===== config.mk =====
export PLATFORM = sky130hd
export DESIGN_NAME = planificador_semaforo
export DESIGN_NICKNAME = d
export VERILOG_FILES = /design/src/rtl/planificador_semaforo.sv
export SDC_FILE = /design/constraint.sdc
export NUM_CORES = 1
export LEC_CHECK = 0
export ABC_AREA = 1
export CAP_MARGIN = 20
export CORE_MARGIN = 2
export CORE_UTILIZATION = 50
export CTS_CLUSTER_SIZE = 14
export DETAILED_ROUTE_END_ITERATION = 7
export PLACE_DENSITY = 0.73
export SLEW_MARGIN = 0
export SYNTH_ARGS = -nofsm -noshare
export SYNTH_HDL_FRONTEND = slang
export SYNTH_SLANG_ARGS = --single-unit

===== constraint.sdc =====
create_clock -name clk -period 1.8 [get_ports clk]
set_clock_uncertainty 0.2 [all_clocks]
set_input_delay 0.54 -clock clk [delete_from_list [all_inputs] [get_ports clk]]
set_output_delay 0.54 -clock clk [all_outputs]
set_load 0.1 [all_outputs]

===== src/rtl/planificador_semaforo.sv =====
// planificador_semaforo
// Phase scheduler for a two-approach intersection (A and B) with an exclusive
// pedestrian phase. Vehicle demand and latched pedestrian requests decide when
// a green phase ends. Phases run green -> yellow -> all-red and then either the
// opposite green or a pedestrian phase. All phase timing is counted in ticks
// produced by an internal prescaler.
//
// Ports:
//   clk                        system clock, rising edge
//   rst                        synchronous, active-high reset
//   SensorA, SensorB           vehicle present on approach A / B (level)
//   PasoA, PasoB               pedestrian pushbuttons (level or pulse)
//   VerdeA, AmarilloA, RojoA   approach A lamps (one-hot)
//   VerdeB, AmarilloB, RojoB   approach B lamps (one-hot)
//   CruceA, CruceB             walk indicators for requests served in PEATON
//   PendA, PendB               latched pedestrian requests
//   cuenta                     ticks remaining in the current phase
module planificador_semaforo #(
  parameter int TICK_DIV    = 50_000_000,
  parameter int T_VERDE_MIN = 4,
  parameter int T_VERDE_MAX = 10,
  parameter int T_AMARILLO  = 3,
  parameter int T_ROJO      = 1,
  parameter int T_PEATON    = 6
) (
  input  logic       clk,
  input  logic       rst,
  input  logic       SensorA,
  input  logic       SensorB,
  input  logic       PasoA,
  input  logic       PasoB,
  output logic       VerdeA,
  output logic       AmarilloA,
  output logic       RojoA,
  output logic       VerdeB,
  output logic       AmarilloB,
  output logic       RojoB,
  output logic       CruceA,
  output logic       CruceB,
  output logic       PendA,
  output logic       PendB,
  output logic [3:0] cuenta
);

  localparam int PW = $clog2(TICK_DIV);
  localparam logic [PW-1:0] PRESC_MAX = PW'(TICK_DIV - 1);
  localparam logic [3:0] C_VERDE    = 4'(T_VERDE_MAX - 1);
  localparam logic [3:0] C_AMARILLO = 4'(T_AMARILLO - 1);
  localparam logic [3:0] C_ROJO     = 4'(T_ROJO - 1);
  localparam logic [3:0] C_PEATON   = 4'(T_PEATON - 1);
  localparam logic [3:0] TV_MIN     = 4'(T_VERDE_MIN - 1);

  typedef enum logic [2:0] {
    VERDE_A, AMARILLO_A, ROJO_AB, VERDE_B, AMARILLO_B, ROJO_BA, PEATON
  } estado_t;

  estado_t       estado, estado_n;
  logic [PW-1:0] presc;
  logic          tick;
  logic [3:0]    cuenta_q, cuenta_n;
  logic [3:0]    tv, tv_n;
  logic          sig, sig_n;
  logic          pend_a, pend_a_n, pend_b, pend_b_n;
  logic          cruce_a, cruce_a_n, cruce_b, cruce_b_n;
  logic          propio, demanda;

  assign tick = (presc == PRESC_MAX);

  always_ff @(posedge clk) begin
    if (rst) begin
      presc <= '0;
    end else if (tick) begin
      presc <= '0;
    end else begin
      presc <= presc + 1'b1;
    end
  end

  always_ff @(posedge clk) begin
    if (rst) begin
      estado   <= VERDE_A;
      cuenta_q <= C_VERDE;
      tv       <= '0;
      sig      <= 1'b0;
      pend_a   <= 1'b0;
      pend_b   <= 1'b0;
      cruce_a  <= 1'b0;
      cruce_b  <= 1'b0;
    end else begin
      estado   <= estado_n;
      cuenta_q <= cuenta_n;
      tv       <= tv_n;
      sig      <= sig_n;
      pend_a   <= pend_a_n;
      pend_b   <= pend_b_n;
      cruce_a  <= cruce_a_n;
      cruce_b  <= cruce_b_n;
    end
  end

  // Own and opposing demand for whichever green is active; sensors are only
  // looked at on tick edges, so pulses between ticks never count.
  always_comb begin
    propio  = (estado == VERDE_A) ? SensorA : SensorB;
    demanda = ((estado == VERDE_A) ? SensorB : SensorA) | pend_a | pend_b;
  end

  always_comb begin
    estado_n  = estado;
    cuenta_n  = cuenta_q;
    tv_n      = tv;
    sig_n     = sig;
    pend_a_n  = pend_a | PasoA;
    pend_b_n  = pend_b | PasoB;
    cruce_a_n = cruce_a;
    cruce_b_n = cruce_b;
    if (tick) begin
      case (estado)
        VERDE_A, VERDE_B: begin
          if (demanda && (((tv >= TV_MIN) && !propio) || (cuenta_q == 4'd0))) begin
            estado_n = (estado == VERDE_A) ? AMARILLO_A : AMARILLO_B;
            cuenta_n = C_AMARILLO;
          end else begin
            cuenta_n = (cuenta_q == 4'd0) ? 4'd0 : cuenta_q - 4'd1;
            tv_n     = (tv == 4'd15) ? 4'd15 : tv + 4'd1;
          end
        end
        AMARILLO_A, AMARILLO_B: begin
          if (cuenta_q == 4'd0) begin
            estado_n = (estado == AMARILLO_A) ? ROJO_AB : ROJO_BA;
            cuenta_n = C_ROJO;
          end else begin
            cuenta_n = cuenta_q - 4'd1;
          end
        end
        ROJO_AB, ROJO_BA: begin
          if (cuenta_q != 4'd0) begin
            cuenta_n = cuenta_q - 4'd1;
          end else if (pend_a | pend_b) begin
            // A press arriving on this very edge is folded into the served
            // set rather than being re-latched for the next cycle.
            estado_n  = PEATON;
            cuenta_n  = C_PEATON;
            sig_n     = (estado == ROJO_AB);
            cruce_a_n = pend_a | PasoA;
            cruce_b_n = pend_b | PasoB;
            pend_a_n  = 1'b0;
            pend_b_n  = 1'b0;
          end else begin
            estado_n = (estado == ROJO_AB) ? VERDE_B : VERDE_A;
            cuenta_n = C_VERDE;
            tv_n     = 4'd0;
          end
        end
        PEATON: begin
          if (cuenta_q == 4'd0) begin
            estado_n  = sig ? VERDE_B : VERDE_A;
            cuenta_n  = C_VERDE;
            tv_n      = 4'd0;
            cruce_a_n = 1'b0;
            cruce_b_n = 1'b0;
          end else begin
            cuenta_n = cuenta_q - 4'd1;
          end
        end
        default: begin
          estado_n = VERDE_A;
          cuenta_n = C_VERDE;
          tv_n     = 4'd0;
        end
      endcase
    end
  end

  // Moore lamp decode: every non-green, non-yellow approach shows red.
  always_comb begin
    VerdeA    = (estado == VERDE_A);
    AmarilloA = (estado == AMARILLO_A);
    VerdeB    = (estado == VERDE_B);
    AmarilloB = (estado == AMARILLO_B);
    RojoA     = !(VerdeA | AmarilloA);
    RojoB     = !(VerdeB | AmarilloB);
  end

  assign CruceA = cruce_a & (estado == PEATON);
  assign CruceB = cruce_b & (estado == PEATON);
  assign PendA  = pend_a;
  assign PendB  = pend_b;
  assign cuenta = cuenta_q;

endmodule


## Word-level counts from Yosys, hierarchy flattened

Cells that the tools add are included.

- Register bits after elaboration: 42
- Input port bits: 6
- Output and inout port bits: 14
- Word-level logic and storage cells: 96

- Add/sub/neg operators: 3
- $lt $le $gt $ge: 1
- Eq/ne operators: 15
- Muxes and demuxes: 39
- Bitwise logic cells: 11
- Reduce and logical (&&, ||, !) cells: 18

Operators with widths:

| operator | number |
|---|---|
| 4-bit two-way mux | 10 |
| 4-bit one-hot mux with 4 select lines | 2 |
| 26-bit by 1-bit adder with 26-bit output, second input constant | 1 |
| 26-bit == test, second input constant | 1 |
| 3-bit two-way mux | 7 |
| 1-bit two-way mux | 15 |
| 2-bit inequality test, second input constant | 7 |
| 3-bit one-hot mux with 4 select lines | 1 |
| 5-bit AND reduction | 2 |
| 3-bit == test, second input constant | 3 |
| 2-bit OR reduction | 4 |
| 1-bit OR | 7 |
| 3-bit by 2-bit == test with 1-bit output, second input constant | 2 |
| 6-bit AND reduction | 1 |
| 4-bit by 1-bit adder with 4-bit output, second input constant | 1 |
| 4-bit == test, second input constant | 1 |
| 4-bit by 2-bit >= comparator with 1-bit output, second input constant | 1 |
| 4-bit logical NOT | 1 |
| 2-bit two-way mux | 2 |
| 1-bit one-hot mux with 2 select lines | 2 |
| 4-bit AND reduction | 1 |
| 4-bit nonzero test | 1 |
| 4-bit by 1-bit subtractor with 4-bit output, second input constant | 1 |
| 3-bit by 1-bit == test with 1-bit output, second input constant | 1 |
| 7 further kinds | 12 |

## Depth between registers and ports, before layout

- Word-level depth: 8
- Gate-level depth with buffers: 13
- Gate-level depth less buffers: 13

## Worst setup path after synthesis

OpenSTA, ideal clock, no wires.

- Path kind: reg2out
- From: register estado[0]
- To: output port RojoB
- Data arrival time: 2,447 ps
- Data required time: 1,060 ps
- Slack: -1,387 ps
- Cell stages (with the launch flop): 5
- Path through: dfxtp_1 -> nor2_2 -> nand2_1 -> inv_1 -> nor2_1

- Word-level cells in the longest chain between the ends: 3
- Elaborated cells on any way between the ends: 4
- Classes of those cells: eq/ne (2); bitwise (1); reduce/logical (1)

Ends and longest elaborated chain:

| element | RTL line | text |
|---|---|---|
| from (decl) | 57 | `estado_t estado, estado_n;` |
| from (signal assigned) | 90 | `estado <= estado_n;` |
| 3-bit == test | 180 | `AmarilloB = (estado == AMARILLO_B);` |
| via AmarilloB | 36 | `output logic AmarilloB,` |
| 1-bit OR | 182 | `RojoB = !(VerdeB \| AmarilloB);` |
| 1-bit logical NOT | 182 |  |
| to (decl) | 37 | `output logic RojoB,` |

The timed path passes the listed nets, and every way through them passes these cells.

## Final worst setup path

- From: register estado[2]
- To: output port RojoB

- Word-level cells in the longest chain between the ends: 3
- Elaborated cells on any way between the ends: 4
- Classes of those cells: eq/ne (2); bitwise (1); reduce/logical (1)

Ends and longest elaborated chain:

| element | RTL line |
|---|---|
| 3-bit by 2-bit == test with 1-bit output / 3-bit == test (equally long branches) | 179, 180 |
| 1-bit OR * | 182 |
| 1-bit logical NOT * | 182 |

Every way passes the cells marked *; elsewhere a longest branch is shown, timed or not.

==> impl_metrics.py <==
metrics = {
    "outcome": {
        "failed_checks": "negative setup slack",
        "outcome": "finished, violations left",
    },
    "flow_run": {
        "drv_cap": 0,
    },
    "synthesis": {
        "synth.distinct_cells": 39,
        "netlist_area_mm2": 0.00254,
        "synth_flop_cell": "dfxtp_1",
        "seq_area_frac_synth": 0.331,
        "ys_ff_latch": 42,
        "ys_warn_count": 0,
        "synth_edf_count": 0,
        "async_reset_ff_frac": 0,
        "avgSynthCellArea_um2": 6.49,
        "synth_cells": 391,
        "syn-num-nets": 401,
    },
    "sta": {
        "tightest_slew_ns": 0.358,
        "drv_slew": 0,
        "rsz0062_at_grt": "true",
        "finalCriticalPeriod_ns": 2.07,
        "max_freq_ghz": 0.484,
        "slew_headroom": 0.761,
        "setup_viol": 23,
        "fin_crit_sh": 1.15,
        "worst_slack_ns": -0.267,
        "hold_slack_ns": 0.275,
        "hold_violations": 0,
    },
    "cts": {
        "clockRootBuffer": "clkbuf_8",
        "clkLatencyLatePin_ns": 0.30,
        "clock-sinks": 42,
        "clk_pin_slew_ns": 0.08,
        "cts_tree": "done",
        "htreeDepth": 2,
        "cts.path.max_buffers": 2,
        "numCtsBuffers": 5,
    },
    "grt": {
        "grt_pass1_wl_um": 11500,
        "grt_max_degree": 14,
        "grt_overflow": 0,
        "antenna_found_initial": 0,
        "grt_pass1_vias": 2629,
        "grt_use_total": 0.266,
    },
    "detailed_routing": {
        "dr.pass1.iters": 5,
        "routed_wl_um": 8250,
        "drt.antenna.violating_nets": 0,
        "via_per_inst": 5.48,
        "vias": 2962,
        "wire_per_inst_um": 15.2,
        "drt_iter0_drc": 211,
        "drc": 0,
    },
    "worst_setup_path": {
        "crit_path_start_kind": "flop",
        "cp_max_fo": 3,
        "rr_startpoint": "presc[9]",
        "setup.worst_path.start": "estado[2]",
        "cp_data_required_time_ns": 1.06,
        "endpoint_kind": "output pin",
        "worstSetupPathType": "flop to output pin",
        "worstPathArrival_ns": 1.33,
    },
    "placement": {
        "gp_congestion": 0.987,
        "place_area_mm2": 0.00329,
        "place_hpwl_um": 5190,
        "port-buffer-count": 19,
        "dp_cells": 514,
    },
    "cells_and_area": {
        "drive_gt1_frac": 0.405,
        "diodes": 0,
        "stdcell_area_mm2": 0.00390,
        "multiInputGateArea_mm2": 0.00179,
        "area_delta_synth_final_pct": 53.6,
        "instances_no_fill": 541,
        "final_core_util": 0.810,
        "area.sequential_um2": 870,
        "nets": 483,
        "fill_cells": 321,
    },
    "hold_path": {
        "hold_class": "flop to flop",
        "min_from": "presc[25]",
    },
    "floorplan": {
        "rows": 25,
        "die_x_um": 75.3,
        "coreArea_mm2": 0.00482,
        "ios": 20,
        "dieArea_mm2": 0.00566,
        "start_util": 0.527,
        "die_h_um": 75.3,
    },
    "power_and_ir_drop": {
        "p_leak_nw": 1.60,
        "peakVddDrop_mv": 0.317,
        "powerDensity_mw_per_mm2": 444,
    },
}
## metal layers
metal / global-route usage / vias to the layer above / part of all wire
li1: - / 1415 / -
met1: 0.290 / 1405 / 0.38
met2: 0.481 / 106 / 0.53
met3: 0.0643 / 36 / 0.046
met4: 0.133 / 0 / 0.049
met5: 0 / - / 0
## stage by stage
stage / setup slack, ns / power, mW / TNS [ns]
finish: -0.267 / 1.73 / -2.12
global route: -0.293 / 1.78 / -3.88
CTS: -0.243 / 1.73 / -1.67
detailed placement: -0.211 / 1.08 / -4.54
global placement: -0.170 / 1.08 / -3.82
floorplan: -0.585 / 1.02 / -1.73
## repair_timing
action / 4_1_cts / 5_1_grt
buffers inserted: 10 / 9
pin swaps: 15 / 27
hold buffers: 0 / 0
gates resized for setup: 33 / 68
endpoints found under the setup margin: 17 / 50
## final cells by class
| class | instances | share of cell area |
|---|---|---|
| Multi-Input combinational cell | 288 | 0.460 |
| Clock inverter | 2 | 0.00289 |
| Timing Repair Buffer | 77 | 0.207 |
| Clock buffer | 6 | 0.0212 |
| Inverter | 59 | 0.0642 |
| Sequential cell | 42 | 0.223 |
| Tap cell | 67 | 0.0215 |
## where the power goes
part	switching, mW	internal, mW	total [mW]	leakage [nW]
clock network	0.352	0.310	0.661	0.0515
registers	0.0134	0.932	0.946	0.345
logic	0.0725	0.0536	0.126	1.20
total	0.437	1.30	1.73	1.60
## layout by cell type, fill, tap and decap left out, drive strengths merged, types with 3 or more instances in the layout
cell,instances
nor3,10
xnor2,4
o21ai,19
or2,3
nand2,104
nand4,7
clkbuf,6
xor2,3
clkdlybuf4s50,5
dfxtp,42
buf,72
clkinvlp,3
inv,56
ha,4
nand3,35
a21oi,21
nor2,66
## state kept, by name, summed over array words and instances, names as in the netlist
name	flops
cruce_a	1
estado	3
cuenta	4
cruce_b	1
PendA	1
sig	1
presc	26
tv	4
PendB	1
## cells in the mapped netlist (2+ instances only)
| master | instances | area share |
|---|---|---|
| a21oi_1 | 21 | 0.041 |
| clkinv_1 | 2 | 0.0030 |
| dfxtp_1 | 42 | 0.33 |
| ha_1 | 4 | 0.020 |
| inv_1 | 48 | 0.071 |
| inv_2 | 8 | 0.012 |
| nand2_1 | 93 | 0.14 |
| nand2_2 | 10 | 0.025 |
| nand3_1 | 29 | 0.057 |
| nand3_2 | 6 | 0.024 |
| nand4_1 | 6 | 0.015 |
| nor2_1 | 58 | 0.086 |
| nor2_2 | 6 | 0.015 |
| nor2_4 | 2 | 0.0089 |
| nor3_1 | 7 | 0.014 |
| nor3_2 | 2 | 0.0079 |
| nor3b_2 | 2 | 0.0099 |
| o21a_1 | 2 | 0.0059 |
| o21ai_0 | 15 | 0.030 |
| o21ai_1 | 2 | 0.0039 |
| o21ai_2 | 2 | 0.0069 |
| or2_2 | 2 | 0.0049 |
| xnor2_1 | 4 | 0.014 |
| xor2_1 | 3 | 0.010 |
## final timing paths
path,to,slack [ns],cells after the start
setup / recovery,RojoB,-0.27,5
hold reg to reg,presc[25],0.27,2
setup reg to reg,presc[20],-0.07,8
hold / removal,presc[25],0.27,2
## critical path, cell delays in order, from the launching register on
cell and delay (ns):
dfxtp_2 0.36, buf_6 0.13, nand2_4 0.08, clkinvlp_4 0.13
nor2_4 0.14, buf_12 0.18
## kinds of logic (layout without fill, tap and decap cells)
group | Yosys count | count (layout) | synth area share
XOR/XNOR | 7 | 7 | 0.0242
flip-flops | 42 | 42 | 0.331
buffers and inverters | 61 | 144 | 0.0927
adder cells (fa/ha/maj) | 4 | 4 | 0.0197
AND/OR/NAND/NOR | 230 | 230 | 0.430
AO/OA/AOI/OAI | 47 | 47 | 0.103
Power figures use the tool's default switching activity.
